[src/rtl/button_pulser.sv]
// button_pulser: per-button synchronizer, debounce filter, press pulse and hold-to-auto-repeat
module button_pulser #(
  parameter int NUM_BTN         = 2,
  parameter int DEBOUNCE_CYCLES = 1000000,
  parameter int REPEAT_DELAY    = 50000000,
  parameter int REPEAT_PERIOD   = 20000000
) (
  input  logic               clk,
  input  logic               rst,
  input  logic               en,
  input  logic [NUM_BTN-1:0] btn_raw,
  output logic [NUM_BTN-1:0] level,
  output logic [NUM_BTN-1:0] pulse
);
  localparam int DW   = DEBOUNCE_CYCLES > 1 ? $clog2(DEBOUNCE_CYCLES) : 1;
  localparam int RMAX = REPEAT_DELAY > REPEAT_PERIOD ? REPEAT_DELAY : REPEAT_PERIOD;
  localparam int RW   = RMAX > 1 ? $clog2(RMAX) : 1;
  localparam logic [DW-1:0] DB_LAST  = DW'(DEBOUNCE_CYCLES - 1);
  localparam logic [RW-1:0] DLY_LAST = RW'(REPEAT_DELAY - 1);
  localparam logic [RW-1:0] PER_LAST = RW'(REPEAT_PERIOD - 1);
  localparam logic          REP_OFF  = REPEAT_DELAY == 0;
  typedef enum logic {FIRST, REPEAT} phase_t;
  for (genvar i = 0; i < NUM_BTN; i++) begin : ch
    logic s1, s2, lvl_q, pls_q, lvl_nxt, rise, clr, rep_hit, pls_nxt;
    logic [DW-1:0] db_cnt, db_nxt;
    logic [RW-1:0] rep_cnt, rep_nxt, rep_last;
    phase_t phase, phase_nxt;
    always_ff @(posedge clk or posedge rst) begin
      if (rst) begin
        s1      <= 1'b0;
        s2      <= 1'b0;
        db_cnt  <= '0;
        lvl_q   <= 1'b0;
        pls_q   <= 1'b0;
        rep_cnt <= '0;
        phase   <= FIRST;
      end else begin
        s1      <= btn_raw[i];
        s2      <= s1;
        db_cnt  <= db_nxt;
        lvl_q   <= lvl_nxt;
        pls_q   <= pls_nxt;
        rep_cnt <= rep_nxt;
        phase   <= phase_nxt;
      end
    end
    // a release or a disabled enable parks the repeat timer so the next arm starts fresh
    always_comb begin
      db_nxt    = (s2 == lvl_q || db_cnt == DB_LAST) ? '0 : db_cnt + DW'(1);
      lvl_nxt   = (s2 != lvl_q && db_cnt == DB_LAST) ? s2 : lvl_q;
      rise      = lvl_nxt & ~lvl_q;
      clr       = ~lvl_q | ~en | REP_OFF;
      rep_last  = phase == FIRST ? DLY_LAST : PER_LAST;
      rep_hit   = ~clr && rep_cnt == rep_last;
      rep_nxt   = (clr || rep_hit) ? '0 : rep_cnt + RW'(1);
      phase_nxt = clr ? FIRST : rep_hit ? REPEAT : phase;
      pls_nxt   = (en & rise) | rep_hit;
    end
    assign level[i] = lvl_q;
    assign pulse[i] = pls_q;
  end
endmodule

[config.mk]
export PLATFORM = sky130hd
export DESIGN_NAME = button_pulser
export DESIGN_NICKNAME = d
export VERILOG_FILES = /design/src/rtl/button_pulser.sv
export SDC_FILE = /design/constraint.sdc
export NUM_CORES = 1
export LEC_CHECK = 0
export ABC_AREA = 1
export CAP_MARGIN = 20
export CORE_ASPECT_RATIO = 1.4
export CORE_UTILIZATION = 50
export CTS_BUF_LIST = sky130_fd_sc_hd__clkbuf_8
export DETAILED_ROUTE_END_ITERATION = 6
export PLACE_DENSITY = 0.66
export SYNTH_ARGS = -nofsm -noshare
export SYNTH_HDL_FRONTEND = slang
export SYNTH_SLANG_ARGS = --single-unit
[constraint.sdc]
create_clock -name clk -period 5.2 [get_ports clk]
set_input_delay 1.56 -clock clk [delete_from_list [all_inputs] [get_ports clk]]
set_output_delay 1.56 -clock clk [all_outputs]
set_load 0.01 [all_outputs]
======== After elaboration in Yosys (flattened, before gate mapping) ========
Index checks and enable logic that the tools add are counted.
operators by class
  $add $sub $neg .......................... 4
  $mul .................................... 0
  divide/modulo/power cells ............... 0
  $lt $le $gt $ge ......................... 0
  equality and inequality tests ........... 8
  shift operators ......................... 0
  multiplexer cells ....................... 12
  bitwise operators ....................... 13
  reduce and logical (&&, ||, !) cells .... 10
operators by type and width
  cell                                                              number
  26-bit two-way mux                                                4
  26-bit by 1-bit adder with 26-bit output (second input constant)  2
  26-bit == test                                                    2
  20-bit by 1-bit adder with 20-bit output (second input constant)  2
  20-bit == test (second input constant)                            2
  20-bit two-way mux                                                2
  1-bit two-way mux                                                 6
  1-bit NOT                                                         5
  1-bit AND                                                         4
  1-bit logical AND                                                 4
  1-bit logical OR                                                  4
  1-bit OR                                                          4
  2-bit nonzero test                                                2
  1-bit == test                                                     2
  1-bit != test                                                     2
word-level totals
  flip-flop bits (word level) ............. 102
  latch bits .............................. 0
  bits in writable memories ............... 0
  memory bits (read-only) ................. 0
  memories ................................ 0

======== Longest topological paths before layout ========
Gate-level depths: netlist (run 1).
  depth in word-level cells ............... 6
  depth in mapped cells ................... 11

======== Worst setup path after synthesis (run 1) ========
Ideal clock, no wire load.
  path kind ............................... input to register
  start point ............................. in en
  end point ............................... reg ch[1].rep_cnt[15]
  library setup time ...................... 120 ps
  data arrival time ....................... 2001 ps
  slack ................................... 3079 ps
  stages on the path ...................... 5
  path through ............................ nand2_1 -> inv_1 -> o21ai_4 -> buf_6 -> nor2_1
between the ends
  word-level cells in the longest chain between the ends .. 6
ends and longest elaborated chain
  what                    line  source
  start: declaration      10    input logic en,
  1-bit NOT *             52    clr = ~lvl_q | ~en | REP_OFF;
  1-bit OR *              52
  1-bit NOT               54    rep_hit = ~clr && rep_cnt == rep_last;
  1-bit logical AND       54
  1-bit logical OR *      55    rep_nxt = (clr || rep_hit) ? '0 : rep_cnt + RW'(1);
  26-bit two-way mux *    55
  via ch[1].rep_nxt[15]   26    logic [RW-1:0] rep_cnt, rep_nxt, rep_last;
  end signal: assignment  43    rep_cnt <= rep_nxt;
  end: declaration        26
The timed path passes the listed nets; every way through them passes the cells marked *.
A chain may end at the register's enable or synchronous reset.

======== Final worst setup path (run 1) ========
  start point ............................. reg ch[0].lvl_q
  end point ............................... out level[0]
RTL lines
  what                      line  source
  start: declaration        24    logic s1, s2, lvl_q, pls_q, lvl_nxt, rise, clr, rep_hit, pls_nxt;
  start signal: assignment  41    lvl_q <= lvl_nxt;
  end: declaration          12    output logic [NUM_BTN-1:0] level,
No word-level cell between the ends.

==> impl_metrics.yaml, run 1 <==
route:
  via_per_inst: 5.13
  vias: 5138
  ant_nets: 0
  wirelength_um: 12600
  drc: 0
  wire_per_inst_um: 12.5
  drtIter0Drc: 206
  drt_first_pass_iters: 5
worst_setup_path:
  critPathTopFamily: "buffers and inverters"
  critPathMaxStageDelay_ns: 0.58
  cp_max_fo: 5
  path_cells: "clkdlybuf4s50_1"
  cp-end-kind: "primary output"
  cp.required_ns: 3.64
  cp.arrival_ns: 1.40
  cpMaxStageDelayCell: "clkdlybuf4s50_1"
  critPathBufInv: 1
  critPathKind: "reg2out"
  worst_setup_path_start_kind: "register"
sta:
  fmax_mhz: 337
  final.setup.tns_ns: 0
  fin_skew_ns: 0.0162
  rsz0062_at_grt: "false"
  slew_violations: 0
  finalCritPeriodShare: 0.570
  hold_viol_final: 0
  setup_viol: 0
  worstMarginPinSlew_ns: 0.795
  period_minus_slack_ns: 2.96
  relSlewSlack: 0.470
placed_design:
  place_congestion: 0.906
  placed_cell_area_um2: 6100
  io_buffers: 8
  hpwl_um: 9310
  dp_cells: 987
cts:
  cts_tree: "done"
  cts_num_sinks: 102
  ctsResizeCount: 0
  postCtsSetupBuffers: 0
  clk_latency_ns: 0.37
  cts.clk_slew.worst_paths_ns: 0.10
  hold_buffers: 0
  cts.path.max_buffers: 2
  htreeDepth: 3
  cts_root_buf: "clkbuf_8"
  cts_made_buffers: 9
layout:
  antenna_cells: 0
  fin_cells: 1002
  final_cell_mix: "nand2_1, nor2_1, dfrtp_1"
  utilization: 0.549
  nNetsFinal: 863
  syn2layout_area_growth_pct: 6.19
  final_cell_area_um2: 6280
  final_common_cell: "nand2_1"
  drive_gt1_frac: 0.0350
global_routing:
  grt_max_degree: 65
  grt_overflow: 0
  grt_pass1_vias: 4826
  antenna_found_initial: 0
  gr-usage-all-layers: 0.222
  grt_pass1_wl_um: 21400
synthesis:
  synth_seq_area_share: 0.431
  synth_cells: 845
  syn_area_um2: 5920
  ys.flop_type: "dfrtp_1"
  async_flop_share: 1.00
  yosys_warnings: 0
  synth-seq-cells: 102
  syn_nets: 854
  syn_avg_cell_area_um2: 7.00
  synth-edff-count: 0
  yosysUniqueCellTypes: 32
power_and_ir_drop:
  powerDensity_nw_per_um2: 212
  vdd_drop_max_uv: 154
  p_leak_uw: 0.00268
worst_hold_path:
  hp-class: "reg2reg"
floorplanning:
  coreArea_um2: 11500
  die_w_um: 94.0
  start_util: 0.517
  io_pins: 9
  row_count: 46
  die_area_um2: 12300
  die_y_um: 131
outcome:
  status: "complete, no violations"
job:
  drv_cap: 0
## final timing paths
path | depth (start not counted) | slack, ns | end | start
worst max-delay path | 1 | 2.24 | level[0] | ch[0].lvl_q
worst min-delay path | 0 | 0.36 | ch[1].s2 | ch[1].s1
worst max register to register | 8 | 3.15 | ch[1].rep_cnt[3] | ch[1].rep_cnt[0]
worst min register to register | 0 | 0.36 | ch[1].s2 | ch[1].s1
max in group asynchronous | 3 | 2.71 | ch[0].rep_cnt[20] | rst
min in group asynchronous | 2 | 1.69 | ch[1].db_cnt[19] | rst
## sequential cells by signal, indices dropped and copies added, names as in the netlist
name / count
ch.pls_q: 2
ch.s2: 2
ch.s1: 2
ch.db_cnt: 40
ch.rep_cnt: 52
ch.lvl_q: 2
ch.phase: 2
## layout make-up
cell class	count	area [um^2]
Fill cell	1114	5170
Clock inverter	6	65.1
Inverter	91	344
Multi-Input combinational cell	640	2920
Sequential cell	102	2550
Clock buffer	9	124
Tap cell	144	180
Timing Repair Buffer	10	95.1
## synthesized netlist by cell type, types with 5 or more instances
| cell type | n | area (um^2) |
|---|---|---|
| nor2_1 | 226 | 848 |
| nand2_1 | 227 | 852 |
| xor2_1 | 25 | 219 |
| nand4_1 | 14 | 87.6 |
| o21bai_1 | 5 | 37.5 |
| nand3_1 | 64 | 320 |
| nor3_1 | 18 | 90.1 |
| dfrtp_1 | 102 | 2550 |
| xnor2_1 | 18 | 158 |
| inv_1 | 90 | 338 |
| a21oi_1 | 6 | 30.0 |
| nor2_2 | 6 | 37.5 |
| o21ai_0 | 8 | 40.0 |
| buf_6 | 5 | 56.3 |
## per-layer routing
layer,track usage,vias to the layer above,part of all wire
li1,-,2625,-
met5,0,-,0
met1,0.270,2377,0.44
met2,0.383,111,0.50
met3,0.0399,25,0.034
met4,0.0950,0,0.031
## cell families after synthesis
family          Yosys count  synth area share
compound gates           24            0.0260
flops                   102             0.431
buf+inv                 103            0.0746
fa+ha+maj                 4           0.00846
xor+xnor                 43            0.0636
simple gates            569             0.396
## power by group
group	total, uW	leakage [uW]	switching (uW)	internal [uW]
Clock	496	0.000100	276	220
Combinational	32.9	0.00117	25.1	7.81
Sequential	802	0.00141	3.92	798
Total	1330	0.00268	305	1030
## per-stage QoR
step	setup WS [ns]	power [uW]	hold WS, ns
detailed placement	2.25	852	0.342
global placement	2.27	851	0.333
finish	2.24	1330	0.360
global route	2.18	1380	0.374
floorplan	0.965	839	0.331
CTS	2.22	1350	0.366
Power figures use the tool's default switching activity.
==> run 2, diff against run 1 <==
==> constraint.sdc (replaced) <==
create_clock -name clk -period 3 [get_ports clk]
set_input_delay 0.9 -clock clk [delete_from_list [all_inputs] [get_ports clk]]
set_output_delay 0.9 -clock clk [all_outputs]
set_load 0.01 [all_outputs]
==> run 2 against run 1 <==
Register-to-register slack lost 2.1 ns. Count of clock-buffer cells in the layout grew 1. Critical path depth is the same. Non-clock buffer count shrank 1. Worst hold slack lost 0.0016 ns. Final area grew 0.74%. Clock skew shrank 0.0072 ns. Largest cell class unchanged. Largest power group unchanged. Highest routed layer unchanged.
==> impl_metrics.yaml, run 2 (same netlist as run 1, synthesis figures left out) <==
outcome:
  status: "complete, no violations"
power_and_ir_drop:
  vdd_drop_max_uv: 217
  p_leak_uw: 0.00270
  powerDensity_nw_per_um2: 389
global_routing:
  grt_max_degree: 103
  grt_pass1_vias: 4920
  gr-usage-all-layers: 0.229
  antenna_found_initial: 0
  grt_pass1_wl_um: 22000
  grt_overflow: 0
route:
  via_per_inst: 5.13
  routed.top_layer: "met4"
  drtIter0Drc: 204
  route.met3.wl_um: 363
  wirelength_um: 12800
  wire_per_inst_um: 12.7
  wl_met2_um: 6330
  wl_met1_um: 5700
  vias: 5143
  drt_first_pass_iters: 4
  ant_nets: 0
  drc: 0
job:
  drv_cap: 0
worst_hold_path:
  hold-path-cell-count: 0
  hp-class: "reg2reg"
sta:
  fmax_mhz: 434
  worstMarginPinSlew_ns: 0.652
  hold-worst-slack_ns: 0.359
  period_minus_slack_ns: 2.30
  setup_viol: 0
  final.setup.tns_ns: 0
  finalCritPeriodShare: 0.768
  fin_skew_ns: 0.00896
  slew_violations: 0
  hold_viol_final: 0
  rsz0062_at_grt: "false"
  relSlewSlack: 0.564
worst_setup_path:
  r2r_cells: 6
  path_cells: "clkdlybuf4s50_1"
  critPathMaxStageDelay_ns: 0.57
  cp.required_ns: 2.10
  worst_setup_path_start_kind: "register"
  critPathKind: "reg2out"
  crit_cells: 1
  cp.arrival_ns: 1.40
  cp-end-kind: "primary output"
  critPathBufInv: 1
  critPathTopFamily: "buffers and inverters"
  cpMaxStageDelayCell: "clkdlybuf4s50_1"
  cp_max_fo: 5
placed_design:
  placed_cell_area_um2: 6100
  place_congestion: 0.959
  io_buffers: 8
  hpwl_um: 9290
  dp_cells: 986
floorplanning:
  row_count: 46
  start_util: 0.517
  io_pins: 9
  die_w_um: 94.0
  coreArea_um2: 11500
  die_y_um: 131
  die_area_um2: 12300
layout:
  reg_top3: "ch.rep_cnt x52, ch.db_cnt x40"
  nNetsFinal: 862
  fin_cells: 1002
  final_cell_area_um2: 6330
  final_common_cell: "nand2_1"
  antenna_cells: 0
  top_register: "ch.rep_cnt"
  drive_gt1_frac: 0.0361
  final_cell_mix: "nand2_1, nor2_1, dfrtp_1"
  syn2layout_area_growth_pct: 6.98
  largest_reg_flops: 52
cts:
  htreeDepth: 3
  cts_made_buffers: 9
  cts_num_sinks: 102
  cts_tree: "done"
  clk_latency_ns: 0.39
  cts_root_buf: "clkbuf_8"
  postCtsSetupBuffers: 0
  cts.path.max_buffers: 2
  cts.clk_slew.worst_paths_ns: 0.10
  ctsResizeCount: 0
  hold_buffers: 0
[run 2: cell types whose count changed in the layout (fill, tap and decap cells not counted), sizes merged]
cell      previous run  this run
clkinvlp             0         1
bufinv               1         2
clkbuf               9        10
buf                  2         1
clkinv               4         2
[run 2: layout make-up]
class	instances	area, um^2
Fill cell	1124	5120
Multi-Input combinational cell	640	2920
Clock inverter	6	91.3
Timing Repair Buffer	9	100
Sequential cell	102	2550
Tap cell	144	180
Inverter	91	345
Clock buffer	10	138
[run 2: power breakdown]
| part | switching (uW) | leakage [uW] | total [uW] | internal [uW] |
|---|---|---|---|---|
| sequential | 7.03 | 0.00141 | 1390 | 1380 |
| clock | 516 | 0.000117 | 1020 | 499 |
| combinational | 42.6 | 0.00117 | 57.0 | 14.4 |
[run 2: final timing paths]
check | slack, ns | startpoint | end
min | 0.36 | ch[0].s1 | ch[0].s2
max | 0.70 | ch[1].lvl_q | level[1]
min in group asynchronous | 1.01 | rst | ch[1].rep_cnt[17]
min reg2reg | 0.36 | ch[0].s1 | ch[0].s2
max reg2reg | 1.04 | ch[1].db_cnt[0] | ch[1].db_cnt[19]
max in group asynchronous | 1.61 | rst | ch[0].db_cnt[3]
[run 2: routing by layer]
metal,vias up,global-route usage
li1,2630,-
met2,78,0.393
met4,0,0.0995
met1,2408,0.279
met3,27,0.0428
met5,-,0
[run 2: through the flow]
stage                     power [uW]  worst slack [ns]   util
after floorplan                 1460             0.882      -
after global placement          1480             0.909  0.533
after detailed placement        1480             0.856  0.533
after CTS                       2480             0.677  0.553
after global routing            2550             0.625  0.553
final                           2460             0.695  0.553
==> run 3, diff against run 2 <==
==> constraint.sdc (replaced) <==
create_clock -name clk -period 2.2 [get_ports clk]
set_input_delay 0.66 -clock clk [delete_from_list [all_inputs] [get_ports clk]]
set_output_delay 0.66 -clock clk [all_outputs]
set_load 0.01 [all_outputs]
==> run 3 against run 2 <==
Final cell count is 0.40% higher. Non-clock buffer count up 5. First-iteration DRC count down 10%. Clock power is essentially flat. Worst hold slack got worse by 0.0067 ns. Critical path depth unchanged. Total power is 23% higher. Register-to-register slack worse by 0.68 ns. Via count down 0.31%. Highest routed layer unchanged.
==> impl_metrics.yaml, run 3 (same netlist as run 1, synthesis figures left out) <==
worst_setup_path:
  worst_setup_path_start_kind: "register"
  r2r_cells: 9
  path_cells: "clkdlybuf4s50_1"
  crit_cells: 1
  cp.required_ns: 1.54
  cp_max_fo: 5
  critPathMaxStageDelay_ns: 0.59
  critPathTopFamily: "buffers and inverters"
  cp-end-kind: "primary output"
  critPathBufInv: 1
  cpMaxStageDelayCell: "clkdlybuf4s50_1"
  critPathKind: "reg2out"
  cp.arrival_ns: 1.37
layout:
  n_fill_cell: 1138
  utilization: 0.552
  nNetsFinal: 867
  reg_top3: "ch.rep_cnt x52, ch.db_cnt x40"
  final_common_cell: "nand2_1"
  largest_reg_flops: 52
  final_cell_mix: "nand2_1, nor2_1, dfrtp_1"
  drive_gt1_frac: 0.0394
  antenna_cells: 0
  multi_input_area_um2: 2920
  top_register: "ch.rep_cnt"
  syn2layout_area_growth_pct: 6.74
  regArea_um2: 2550
power_and_ir_drop:
  p_leak_uw: 0.00269
  powerDensity_nw_per_um2: 480
  vdd_drop_max_uv: 230
cts:
  cts_made_buffers: 9
  hold_buffers: 0
  cts_root_buf: "clkbuf_8"
  clk_latency_ns: 0.37
  cts_num_sinks: 102
  ctsResizeCount: 0
  cts_tree: "done"
  htreeDepth: 3
  cts.path.max_buffers: 2
  postCtsSetupBuffers: 0
  cts.clk_slew.worst_paths_ns: 0.10
sta:
  fin_skew_ns: 0.0155
  rsz0062_at_grt: "false"
  setup_viol: 0
  fmax_mhz: 491
  hold-worst-slack_ns: 0.352
  slew_violations: 0
  period_minus_slack_ns: 2.03
  final.setup.tns_ns: 0
  worstMarginPinSlew_ns: 0.509
  relSlewSlack: 0.660
  fin_ws_ns: 0.165
  finalCritPeriodShare: 0.925
  hold_viol_final: 0
placed_design:
  place_congestion: 0.930
  place_ws_ns: 0.275
  io_buffers: 8
  hpwl_um: 9590
outcome:
  status: "complete, no violations"
worst_hold_path:
  hold-path-cell-count: 0
  hp-class: "reg2reg"
floorplanning:
  io_pins: 9
  die_y_um: 131
  die_area_um2: 12300
  coreArea_um2: 11500
  start_util: 0.517
  die_w_um: 94.0
  row_count: 46
global_routing:
  antenna_found_initial: 0
  grt_pass1_wl_um: 22200
  grt_max_degree: 48
  gr-usage-all-layers: 0.229
  grt_pass1_vias: 5033
  grt_overflow: 0
route:
  wirelength_um: 12600
  wire_per_inst_um: 12.6
  ant_nets: 0
  vias: 5127
  drc: 0
  drtIter0Drc: 183
  via_per_inst: 5.10
  drt_first_pass_iters: 4
job:
  drv_cap: 0
-- run 3: changes by cell type in the layout (fill, tap and decap cells not counted), sizes merged --
| cell | delta |
|---|---|
| clkbuf | -1 |
| inv | -1 |
| buf | +5 |
| clkinv | +1 |
| bufinv | -2 |
| clkinvlp | +2 |
-- run 3: through the flow --
stage / cells / power (uW) / area, um^2
6_report: 1006 / 3030 / 6320
5_1_grt: 1006 / 3160 / 6320
4_1_cts: 1006 / 3080 / 6320
3_5_place_dp: 991 / 2020 / 6150
3_3_place_gp: 991 / 2020 / 6150
2_1_floorplan: 845 / 1980 / 5920
-- run 3: final timing paths --
kind                                        from                end  slack [ns]
min in group asynchronous                    rst   ch[1].rep_cnt[1]        0.60
worst min register to register          ch[1].s1           ch[1].s2        0.35
worst max-delay path                 ch[1].lvl_q           level[1]        0.17
worst min-delay path                    ch[1].s1           ch[1].s2        0.35
worst max register to register  ch[1].rep_cnt[0]  ch[1].rep_cnt[11]        0.36
max in group asynchronous                    rst   ch[0].db_cnt[18]        1.05
-- run 3: where the power goes --
part	leakage (uW)	internal [uW]	switching [uW]	total, uW
clock network	0.0000825	403	651	1050
logic	0.00120	24.4	59.6	84.0
registers	0.00141	1890	9.03	1890
-- run 3: per-layer routing --
| metal | up-vias | share of wire | global-route usage |
|---|---|---|---|
| met5 | - | 0 | 0 |
| li1 | 2635 | - | - |
| met3 | 29 | 0.024 | 0.0359 |
| met4 | 0 | 0.028 | 0.0905 |
| met1 | 2400 | 0.45 | 0.277 |
| met2 | 63 | 0.50 | 0.408 |
-- run 3: layout make-up --
| class | count | share of cell area |
|---|---|---|
| sequential | 102 | 0.404 |
| tap | 144 | 0.0285 |
| multi-input combinational | 640 | 0.463 |
| clock buffer | 9 | 0.0196 |
| inverter | 91 | 0.0547 |
| clock inverter | 6 | 0.00654 |
| timing repair buffer | 14 | 0.0238 |
